### config.mk
export PLATFORM = sky130hd
export DESIGN_NAME = vg_pattern_gen_flat
export DESIGN_NICKNAME = d
export VERILOG_FILES = /design/src/rtl/vg_pattern_gen_if.sv /design/src/rtl/vg_pattern_gen.sv /design/src/flat_wrapper.sv
export SDC_FILE = /design/constraint.sdc
export NUM_CORES = 1
export LEC_CHECK = 0
export CAP_MARGIN = 25
export CORE_AREA = 4 4 76 78
export CTS_BUF_LIST = sky130_fd_sc_hd__clkbuf_4 sky130_fd_sc_hd__clkbuf_8 sky130_fd_sc_hd__clkbuf_16
export CTS_CLUSTER_DIAMETER = 60
export DETAILED_ROUTE_END_ITERATION = 10
export DIE_AREA = 0 0 80 82
export PLACE_DENSITY = 0.76
export SETUP_SLACK_MARGIN = 0.1
export SYNTH_ARGS = -nofsm -noshare
export SYNTH_HDL_FRONTEND = slang
export SYNTH_SLANG_ARGS = --single-unit
export TNS_END_PERCENT = 50
### constraint.sdc
create_clock -name clk -period 2.07 [get_ports clk]
set_input_delay 0.414 -clock clk [delete_from_list [all_inputs] [get_ports clk]]
set_output_delay 0.414 -clock clk [all_outputs]
set_load 0.02 [all_outputs]
### src/rtl/vg_pattern_gen_if.sv
// Video pattern generator bus: timing strobes and coordinates in, colour and
// delayed strobes out. The slave modport is the generator's view.
interface vg_pattern_gen_if #(
    parameter int X_BITS = 12,
    parameter int Y_BITS = 12
);
    logic              hs_in;
    logic              vs_in;
    logic              hde_in;
    logic              vde_in;
    logic [X_BITS-1:0] x_in;
    logic [Y_BITS:0]   y_in;
    logic [2:0]        pattern_sel;
    logic [7:0]        r_out;
    logic [7:0]        g_out;
    logic [7:0]        b_out;
    logic              hs_out;
    logic              vs_out;
    logic              de_out;
    logic [7:0]        frame_cnt;

    modport master (
        output hs_in, vs_in, hde_in, vde_in, x_in, y_in, pattern_sel,
        input  r_out, g_out, b_out, hs_out, vs_out, de_out, frame_cnt
    );
    modport slave (
        input  hs_in, vs_in, hde_in, vde_in, x_in, y_in, pattern_sel,
        output r_out, g_out, b_out, hs_out, vs_out, de_out, frame_cnt
    );
endinterface

### src/rtl/vg_pattern_gen.sv
// Two-stage test pattern generator (bars, checker, ramps, grid, solids).
// Define VG_PATTERN_ANIM_EN to scroll patterns 2 px per frame.
module vg_pattern_gen #(
    parameter int X_BITS = 12,
    parameter int Y_BITS = 12
) (
    input  logic           clk,
    input  logic           reset_n,
    vg_pattern_gen_if.slave vif
);
    // Stage 1: registered strobes and only the coordinate bits the patterns use
    logic       hs1_q, vs1_q, de1_q;
    logic [9:0] x1_q;
    logic [7:0] y1_q;     // y_in[8:1], field bit dropped
    logic [2:0] pat_q, pat_d;
    logic [7:0] fcnt_q, fcnt_d;
    logic       vs_rise;

    // Stage 2: output registers
    logic [7:0] r_q, g_q, b_q;
    logic [7:0] r_d, g_d, b_d;
    logic       hs2_q, vs2_q, de2_q;
    logic [7:0] fcnt2_q;

    logic [9:0] ofs, xe;
    logic [2:0] bar;

    // vs1_q doubles as the edge-detect history; it clears on reset so the
    // first high sample afterwards counts as a rising edge.
    assign vs_rise = vif.vs_in & ~vs1_q;

    always_comb begin
        pat_d  = pat_q;
        fcnt_d = fcnt_q;
        if (vs_rise) begin
            pat_d  = vif.pattern_sel;
            fcnt_d = fcnt_q + 8'd1;
        end
    end

    always_ff @(posedge clk or negedge reset_n) begin
        if (!reset_n) begin
            hs1_q  <= 1'b0;
            vs1_q  <= 1'b0;
            de1_q  <= 1'b0;
            x1_q   <= '0;
            y1_q   <= '0;
            pat_q  <= '0;
            fcnt_q <= '0;
        end else begin
            hs1_q  <= vif.hs_in;
            vs1_q  <= vif.vs_in;
            de1_q  <= vif.hde_in & vif.vde_in;
            x1_q   <= 10'(X_BITS'(vif.x_in));
            y1_q   <= 8'((Y_BITS+1)'(vif.y_in) >> 1);
            pat_q  <= pat_d;
            fcnt_q <= fcnt_d;
        end
    end

`ifdef VG_PATTERN_ANIM_EN
    assign ofs = {1'b0, fcnt_q, 1'b0};
`else
    assign ofs = '0;
`endif
    // Only xe[9:0] feeds any pattern, so the wrap of the full column is implied
    assign xe = x1_q + ofs;

    always_comb begin
        r_d = 8'h00;
        g_d = 8'h00;
        b_d = 8'h00;
        bar = ~xe[9:7];   // 7 - idx
        case (pat_q)
            3'd0: begin
                r_d = {8{bar[2]}};
                g_d = {8{bar[1]}};
                b_d = {8{bar[0]}};
            end
            3'd1: begin
                r_d = {8{xe[4] ^ y1_q[4]}};
                g_d = r_d;
                b_d = r_d;
            end
            3'd2: begin
                r_d = xe[7:0];
                g_d = xe[7:0];
                b_d = xe[7:0];
            end
            3'd3: begin
                r_d = y1_q;
                g_d = y1_q;
                b_d = y1_q;
            end
            3'd4: begin
                r_d = {8{(xe[3:0] == 4'd0) || (y1_q[3:0] == 4'd0)}};
                g_d = r_d;
                b_d = r_d;
            end
            3'd5: r_d = 8'hFF;
            3'd6: g_d = 8'hFF;
            default: b_d = 8'hFF;
        endcase
        if (!de1_q) begin
            r_d = 8'h00;
            g_d = 8'h00;
            b_d = 8'h00;
        end
    end

    always_ff @(posedge clk or negedge reset_n) begin
        if (!reset_n) begin
            r_q     <= '0;
            g_q     <= '0;
            b_q     <= '0;
            hs2_q   <= 1'b0;
            vs2_q   <= 1'b0;
            de2_q   <= 1'b0;
            fcnt2_q <= '0;
        end else begin
            r_q     <= r_d;
            g_q     <= g_d;
            b_q     <= b_d;
            hs2_q   <= hs1_q;
            vs2_q   <= vs1_q;
            de2_q   <= de1_q;
            fcnt2_q <= fcnt_q;
        end
    end

    assign vif.r_out     = r_q;
    assign vif.g_out     = g_q;
    assign vif.b_out     = b_q;
    assign vif.hs_out    = hs2_q;
    assign vif.vs_out    = vs2_q;
    assign vif.de_out    = de2_q;
    assign vif.frame_cnt = fcnt2_q;
endmodule
### src/flat_wrapper.sv
// flat-port wrapper written by rule: the top's interface ports become plain ports
module vg_pattern_gen_flat 
#(
    parameter int X_BITS = 12,
    parameter int Y_BITS = 12
)
  (clk, reset_n, vif_hs_in, vif_vs_in, vif_hde_in, vif_vde_in, vif_x_in, vif_y_in, vif_pattern_sel, vif_r_out, vif_g_out, vif_b_out, vif_hs_out, vif_vs_out, vif_de_out, vif_frame_cnt);
  vg_pattern_gen_if #(.X_BITS(X_BITS), .Y_BITS(Y_BITS)) vif_i ();
  input  logic clk;
  input  logic reset_n;
  input wire logic [$bits(vif_i.hs_in)-1:0] vif_hs_in;
  input wire logic [$bits(vif_i.vs_in)-1:0] vif_vs_in;
  input wire logic [$bits(vif_i.hde_in)-1:0] vif_hde_in;
  input wire logic [$bits(vif_i.vde_in)-1:0] vif_vde_in;
  input wire logic [$bits(vif_i.x_in)-1:0] vif_x_in;
  input wire logic [$bits(vif_i.y_in)-1:0] vif_y_in;
  input wire logic [$bits(vif_i.pattern_sel)-1:0] vif_pattern_sel;
  output wire logic [$bits(vif_i.r_out)-1:0] vif_r_out;
  output wire logic [$bits(vif_i.g_out)-1:0] vif_g_out;
  output wire logic [$bits(vif_i.b_out)-1:0] vif_b_out;
  output wire logic [$bits(vif_i.hs_out)-1:0] vif_hs_out;
  output wire logic [$bits(vif_i.vs_out)-1:0] vif_vs_out;
  output wire logic [$bits(vif_i.de_out)-1:0] vif_de_out;
  output wire logic [$bits(vif_i.frame_cnt)-1:0] vif_frame_cnt;
  assign vif_i.hs_in = vif_hs_in;
  assign vif_i.vs_in = vif_vs_in;
  assign vif_i.hde_in = vif_hde_in;
  assign vif_i.vde_in = vif_vde_in;
  assign vif_i.x_in = vif_x_in;
  assign vif_i.y_in = vif_y_in;
  assign vif_i.pattern_sel = vif_pattern_sel;
  assign vif_r_out = vif_i.r_out;
  assign vif_g_out = vif_i.g_out;
  assign vif_b_out = vif_i.b_out;
  assign vif_hs_out = vif_i.hs_out;
  assign vif_vs_out = vif_i.vs_out;
  assign vif_de_out = vif_i.de_out;
  assign vif_frame_cnt = vif_i.frame_cnt;
  vg_pattern_gen #(.X_BITS(X_BITS), .Y_BITS(Y_BITS)) u_core (.clk(clk), .reset_n(reset_n), .vif(vif_i));
endmodule
==> key figures, run 1 <==
Clock network
  – H-tree level count: 3
  – CTS buffer count: 9
  – Root buf cell: clkbuf_8
  – CTS tree: yes
  – CTS max path bufs: 2
  – Clock slew seen by the registers of the worst setup and hold paths: 60 ps
  – Clk_lat worst skew: 320 ps
  – TritonCTS sink count: 67

Die
  – CORE AREA: 5070 µm²
  – Row count: 26
  – I/O pins: 69
  – Die height: 82 µm
  – Die ar.: 6560 µm²
  – Initial Util: 44.2%
  – Die width: 80 µm

Global routing
  – Vias in the first global route: 1,346
  – Grt ovf: 0
  – Global-route wire length before repair: 6380 µm
  – All-Layer GR Usage: 13.7%
  – Largest net degree at the start of global routing: 23
  – Initial antenna violation count: 0

Synth
  – Mapped Nets: 187
  – Post-synth design cell area: 2240 µm²
  – Ys Warns: 0
  – Syn Area/Cell: 14.8 µm²
  – Sequential fraction of the synthesis area: 74.8%
  – Flops & latches, synth: 67
  – Cells after Synth: 152
  – Synth unique cells: 26

Timing
  – Unrepaired setup endpoints after global routing: true
  – Setup TNS: 0 ps
  – Period utilisation layout: 92.9%
  – Final slew viol count: 0
  – F_max: 520 MHz
  – # setup viols final: 0
  – Worst Tran Pin Value: 853 ps
  – Tmin final: 1920 ps
  – Hold Violations, Final: 0
  – Final WS setup: 146 ps
  – Slew HR: 42.5%
  – Setup Skew: 3.56 ps

Drt
  – Drt via density: 4.51
  – DRC: 0
  – Met2 wire length: 2000 µm
  – Top Metal Used: met4
  – Routed length on met3: 183 µm
  – Wirelength per Cell: 13.0 µm
  – DRT met1 WL: 1570 µm
  – Final wirelength: 3870 µm
  – DR iter-0 viols: 73
  – Antenna Nets Post-Route: 0
  – Routed vias: 1,339
  – DR pass1 iterations: 4

Finish
  – Fin nets: 260
  – ANT cells: 0
  – Fill count: 412
  – Cell area after layout: 3130 µm²
  – Syn-to-layout area delta: 39.5%
  – Most frequent cells in the layout: 67 x dfrtp_1, 60 x clkdlybuf4s50_1, 38 x nand2_1
  – Commonest non-fill, non-tap cell in the layout: dfrtp_1
  – Final Core Density: 61.6%
  – Layout cells sized above 1: 15.9%

Power
  – LEAKAGE: 0.00150 µW
  – Comb power frac: 19.4%
  – Clk pwr share: 28.6%
  – Pwr dens: 991 nW/µm²
  – Peak supply drop: 0.000511 V
  – Net switching power: 799 µW
  – Flop pwr share: 52.0%
  – Net Sw Frac: 25.8%
  – Int Pwr: 2300 µW

Placement
  – Dpl hpwl: 2920 µm
  – Final GP Congestion: 0.770
  – Pre-CTS setup slack: 153 ps
  – I/O Buffers: 61
  – Placed instance area: 2960 µm²

Worst setup path
  – CP arrival: 2180 ps
  – Startpoint types: flop
  – CP max FO: 8
  – Critical Path RT: 2330 ps
  – Worst setup path class: reg2reg
  – CP endpoint kind: flop

Outcome
  – Outcome: finished clean

Flow run
  – Max-cap violations: 0

Hold path
  – Worst hold path type: in2async
## final timing paths
check                          startpoint             endpoint  slack [ps]  cells past startpoint
min reg2reg                  u_core.hs1_q    u_core.vif.hs_out         350                      0
min in group clk             u_core.hs1_q    u_core.vif.hs_out         350                      0
min                               reset_n       u_core.y1_q[5]          30                      1
max in group asynchronous         reset_n     u_core.fcnt_q[6]        1410                      2
max reg2reg                u_core.y1_q[0]  u_core.vif.r_out[0]         150                      4
max                        u_core.y1_q[0]  u_core.vif.r_out[0]         150                      4
## cells in the mapped netlist (all sizes together)
cell type	number	share of area [%]
dfrtp	67	75
nand2	38	6.4
mux2	11	5.5
xnor2	6	2.3
and3	4	1.1
clkbuf	4	0.67
nand3	2	0.45
or4	2	0.84
xor2	2	0.78
a2111oi	1	1.2
a21oi	1	0.22
a311oi	1	0.39
and2	1	0.28
and4	1	0.39
ha	1	0.56
inv	1	0.17
nor2b	1	0.28
nor4	1	0.28
nor4b	1	0.39
o211ai	1	0.56
o21ai	1	0.22
o21ba	1	0.45
o311ai	1	0.73
o41ai	1	0.73
or3	1	0.28
## worst max-delay path: stages (launching register included)
cell and delay (ps):
dfrtp_1 380, or4_4 540, a2111oi_4 510, o211ai_2 280
nand2_1 150
## registers in the layout (all words and copies together), names as in the netlist, 3 cells and up
name / flops
u_core.fcnt_q: 8
u_core.pat_q: 3
u_core.vif.r_out: 8
u_core.vif.frame_cnt: 8
u_core.vif.g_out: 8
u_core.vif.b_out: 8
u_core.y1_q: 8
u_core.x1_q: 10
## routing by layer
layer | vias up | track usage [%]
li1 | 649 | -
met1 | 644 | 16.2
met2 | 37 | 21.4
met3 | 9 | 3.73
met4 | 0 | 10.1
met5 | - | 0
## metrics by stage
| step | hold slack (ps) | cells | total power, µW |
|---|---|---|---|
| floorplan | 118 | 152 | 1910 |
| global placement | 331 | 284 | 2230 |
| detailed placement | 337 | 284 | 2250 |
| CTS | 27.6 | 297 | 3140 |
| global route | 43.4 | 297 | 3270 |
| finish | 26.1 | 297 | 3100 |
## cells by family after synthesis
| kind of cell | share of synthesized area (%) |
|---|---|
| simple gates | 10.7 |
| compound gates | 4.52 |
| fa+ha+maj | 0.558 |
| xor+xnor | 3.13 |
| mux | 5.52 |
| buf+inv | 0.837 |
| flops | 74.8 |
## power by group through the flow
stage	logic [µW]	registers [µW]	clock network [µW]
6_report	602	1610	885
5_1_grt	648	1640	979
4_1_cts	610	1620	916
3_5_place_dp	608	1640	0
3_3_place_gp	599	1630	0
2_1_floorplan	174	1740	0
## cell type report
cell class	instances	area [µm²]	share of cell area, %
inverter	1	3.75	0.120
tap	70	87.6	2.80
sequential	67	1680	53.6
clock buffer	13	160	5.12
timing repair buffer	66	643	20.6
multi-input combinational	80	557	17.8
## repair_timing
item	4_1_cts	5_1_grt
hold buffers	0	0
gates resized for setup	0	1
setup buffers	0	0
setup endpoints to repair	0	8
Note: power is estimated with default switching activity, not from simulation.
==> run 2, diff against run 1 <==
--- a/config.mk
+++ b/config.mk
@@ -6,12 +6,14 @@
 export NUM_CORES = 1
 export LEC_CHECK = 0
 export CAP_MARGIN = 25
-export CORE_AREA = 4 4 76 78
+export CELL_PAD_IN_SITES_DETAIL_PLACEMENT = 1
+export CELL_PAD_IN_SITES_GLOBAL_PLACEMENT = 1
+export CORE_AREA = 4 4 84 86
 export CTS_BUF_LIST = sky130_fd_sc_hd__clkbuf_4 sky130_fd_sc_hd__clkbuf_8 sky130_fd_sc_hd__clkbuf_16
 export CTS_CLUSTER_DIAMETER = 60
 export DETAILED_ROUTE_END_ITERATION = 10
-export DIE_AREA = 0 0 80 82
-export PLACE_DENSITY = 0.76
+export DIE_AREA = 0 0 88 90
+export PLACE_DENSITY_LB_ADDON = 0.1
 export SETUP_SLACK_MARGIN = 0.1
 export SYNTH_ARGS = -nofsm -noshare
 export SYNTH_HDL_FRONTEND = slang
==> run 2 against run 1 <==
  * Worst setup slack gained 31 ps
  * Largest power group unchanged
  * Final cell count rose by 3.0%
  * Sequential cell count is the same
  * Sequential share of layout area decreased by 1.6 points
  * Total power grew 9.3%
  * Hold slack better by 56 ps
  * Global-route usage is 0.34 points lower
  * Largest cell class unchanged
  * Routed wire length is 22% higher
  * Register-to-register slack better by 30 ps
  * Die area up 21%
  * Critical path type unchanged
==> key figures, run 2 (synthesis gave the netlist of run 1 again) <==
Worst setup path
  – CP arrival: 2150 ps (was 2180 ps)
  – Worst setup path class: reg2reg (unchanged)
  – Critical Path RT: 2330 ps (about the same)
  – CP endpoint kind: flop (unchanged)
  – CP max FO: 8 (unchanged)
  – Startpoint types: flop (unchanged)

Power
  – Overall Power: 3390 µW (was 3100 µW)
  – Pwr dens: 1050 nW/µm² (was 991 nW/µm²)
  – Peak supply drop: 0.000446 V (was 0.000511 V)
  – LEAKAGE: 0.00154 µW (was 0.00150 µW)

Die
  – Die ar.: 7920 µm² (was 6560 µm²)
  – Die width: 88 µm (was 80 µm)
  – CORE AREA: 6280 µm² (was 5070 µm²)
  – Die height: 90 µm (was 82 µm)
  – Row count: 29 (was 26)
  – Initial Util: 35.7% (was 44.2%)
  – I/O pins: 69 (unchanged)

Finish
  – Syn-to-layout area delta: 44.0% (was 39.5%)
  – Largest Register: u_core.x1_q (unchanged)
  – Layout cells sized above 1: 17.9% (was 15.9%)
  – Reg area: 1680 µm² (about the same)
  – Commonest non-fill, non-tap cell in the layout: dfrtp_1 (unchanged)
  – Final Core Density: 51.4% (was 61.6%)
  – Footprint of the multi-input gates: 578 µm² (was 557 µm²)
  – Largest register FFs: 10 (unchanged)
  – Fin nets: 260 (unchanged)
  – ANT cells: 0 (unchanged)
  – Fill count: 628 (was 412)
  – Most frequent cells in the layout: 66 x dfrtp_1, 60 x clkdlybuf4s50_1, 38 x nand2_1 (was 67 x dfrtp_1, 60 x clkdlybuf4s50_1, 38 x nand2_1)

Clock network
  – Root buf cell: clkbuf_8 (unchanged)
  – CTS max path bufs: 2 (unchanged)
  – TritonCTS sink count: 67 (unchanged)
  – Clk_lat worst skew: 330 ps (was 320 ps)
  – CTS buffer count: 9 (unchanged)
  – Clock slew seen by the registers of the worst setup and hold paths: 70 ps (was 60 ps)
  – Cts hold-fix bufs: 0 (unchanged)
  – H-tree level count: 3 (unchanged)
  – CTS tree: yes (unchanged)

Timing
  – Unrepaired setup endpoints after global routing: true (unchanged)
  – # setup viols final: 0 (unchanged)
  – Final slew viol count: 0 (unchanged)
  – Setup TNS: 0 ps (unchanged)
  – F_max: 528 MHz (was 520 MHz)
  – Final WS setup: 177 ps (was 146 ps)
  – Tmin final: 1890 ps (was 1920 ps)
  – Hold Violations, Final: 0 (unchanged)
  – Hold slack: 81.7 ps (was 26.1 ps)
  – Setup Skew: 7.87 ps (was 3.56 ps)
  – Worst Tran Pin Value: 562 ps (was 853 ps)
  – Period utilisation layout: 91.4% (was 92.9%)
  – Slew HR: 62.4% (was 42.5%)

Placement
  – Pre-CTS setup slack: 58.8 ps (was 153 ps)
  – I/O Buffers: 61 (unchanged)
  – Dpl hpwl: 3350 µm (was 2920 µm)
  – Final GP Congestion: 0.741 (was 0.770)

Global routing
  – Global-route wire length before repair: 7980 µm (was 6380 µm)
  – Largest net degree at the start of global routing: 68 (was 23)
  – Vias in the first global route: 1,609 (was 1,346)
  – Grt ovf: 0 (unchanged)
  – All-Layer GR Usage: 13.3% (was 13.7%)
  – Initial antenna violation count: 0 (unchanged)

Drt
  – Routed vias: 1,395 (was 1,339)
  – DRC: 0 (unchanged)
  – Drt via density: 4.56 (was 4.51)
  – Antenna Nets Post-Route: 0 (unchanged)
  – Met2 wire length: 2440 µm (was 2000 µm)
  – DRT met1 WL: 1900 µm (was 1570 µm)
  – Routed length on met3: 339 µm (was 183 µm)
  – DR iter-0 viols: 42 (was 73)
  – DR pass1 iterations: 4 (unchanged)
  – Top Metal Used: met4 (unchanged)
  – Final wirelength: 4720 µm (was 3870 µm)
  – Wirelength per Cell: 15.4 µm (was 13.0 µm)

Hold path
  – Worst hold path type: in2async (unchanged)

Outcome
  – Outcome: finished clean (unchanged)

Flow run
  – Max-cap violations: 0 (unchanged)
==> run 2: cell types whose count changed in the layout (fill, tap and decap cells not counted) <==
| cell | delta |
|---|---|
| dfrtp_2 | +1 |
| o41ai_2 | -1 |
| dfrtp_1 | -1 |
| buf_12 | +1 |
| or4_1 | -1 |
| buf_4 | -1 |
| clkbuf_8 | +3 |
| bufinv_16 | +1 |
| o41ai_4 | +1 |
| nor4b_2 | +1 |
| or4_4 | +1 |
| nor4b_1 | -1 |
| clkbuf_4 | -2 |
==> run 2: through the flow <==
step,cell area [µm²],instances
global route,3230,306
floorplan,2240,152
detailed placement,2960,289
finish,3230,306
CTS,3190,304
global placement,2960,289
==> run 2: critical path, stage by stage, from the launching register on <==
cell and delay [ps]:
dfrtp_1 390, or4_4 530, a2111oi_4 440, buf_4 190, o311ai_4 140, nand2_1 120
==> run 2: layout make-up <==
| type | instances | share of cell area [%] |
|---|---|---|
| clock inverter | 1 | 0.930 |
| tap | 77 | 2.98 |
| multi-input combinational | 80 | 17.9 |
| inverter | 1 | 0.116 |
| sequential | 67 | 52.0 |
| timing repair buffer | 66 | 20.3 |
| clock buffer | 14 | 5.78 |
==> run 2: timing repair <==
item | 4_1_cts | 5_1_grt
resized for setup | 1 | 4
setup buffers | 0 | 2
endpoints found under the setup margin | 8 | 19
pin swaps | 0 | 2
==> run 2: path summary, 6_finish.rpt <==
check                               start                  end  slack (ps)  depth (start not counted)
min in group clk             u_core.hs1_q    u_core.vif.hs_out         360                          0
max                        u_core.x1_q[0]  u_core.vif.g_out[7]         180                          5
max reg2reg                u_core.x1_q[0]  u_core.vif.g_out[7]         180                          5
max in group asynchronous         reset_n      u_core.pat_q[0]        1680                          2
min                               reset_n  u_core.vif.b_out[0]          80                          2
min reg2reg                  u_core.hs1_q    u_core.vif.hs_out         360                          0
==> run 2: power by group <==
part           leakage, µW  internal (µW)  total [µW]  switching, µW
registers         0.000847           1490        1620            127
logic             0.000584            323         619            296
clock network     0.000112            696        1150            451
==> run 2: per-layer routing <==
| metal | vias up | track usage, % |
|---|---|---|
| met2 | 47 | 21.2 |
| li1 | 649 | - |
| met1 | 694 | 16.1 |
| met4 | 0 | 3.84 |
| met5 | - | 0 |
| met3 | 5 | 6.03 |
==> run 3, diff against run 2 <==
==> constraint.sdc (replaced) <==
create_clock -name clk -period 2.07 [get_ports clk]
set_input_delay 0.414 -clock clk [delete_from_list [all_inputs] [get_ports clk]]
set_output_delay 0.414 -clock clk [all_outputs]
set_load 0.05 [all_outputs]
==> results of run 3 <==
The final DEF is identical to that of run 2. Status: finished clean.
Among the figures that moved: clock-pin slew on the worst setup and hold paths 70 ps -> 60 ps; setup slack after layout 177 ps -> 176 ps; start point of the critical path u_core.x1_q[0] -> u_core.vif.g_out[7]; end point of the critical path u_core.vif.g_out[7] -> vif_g_out[7]; total power 3390 µW -> 3620 µW; worst IR drop on VDD 0.000446 V -> 0.000472 V
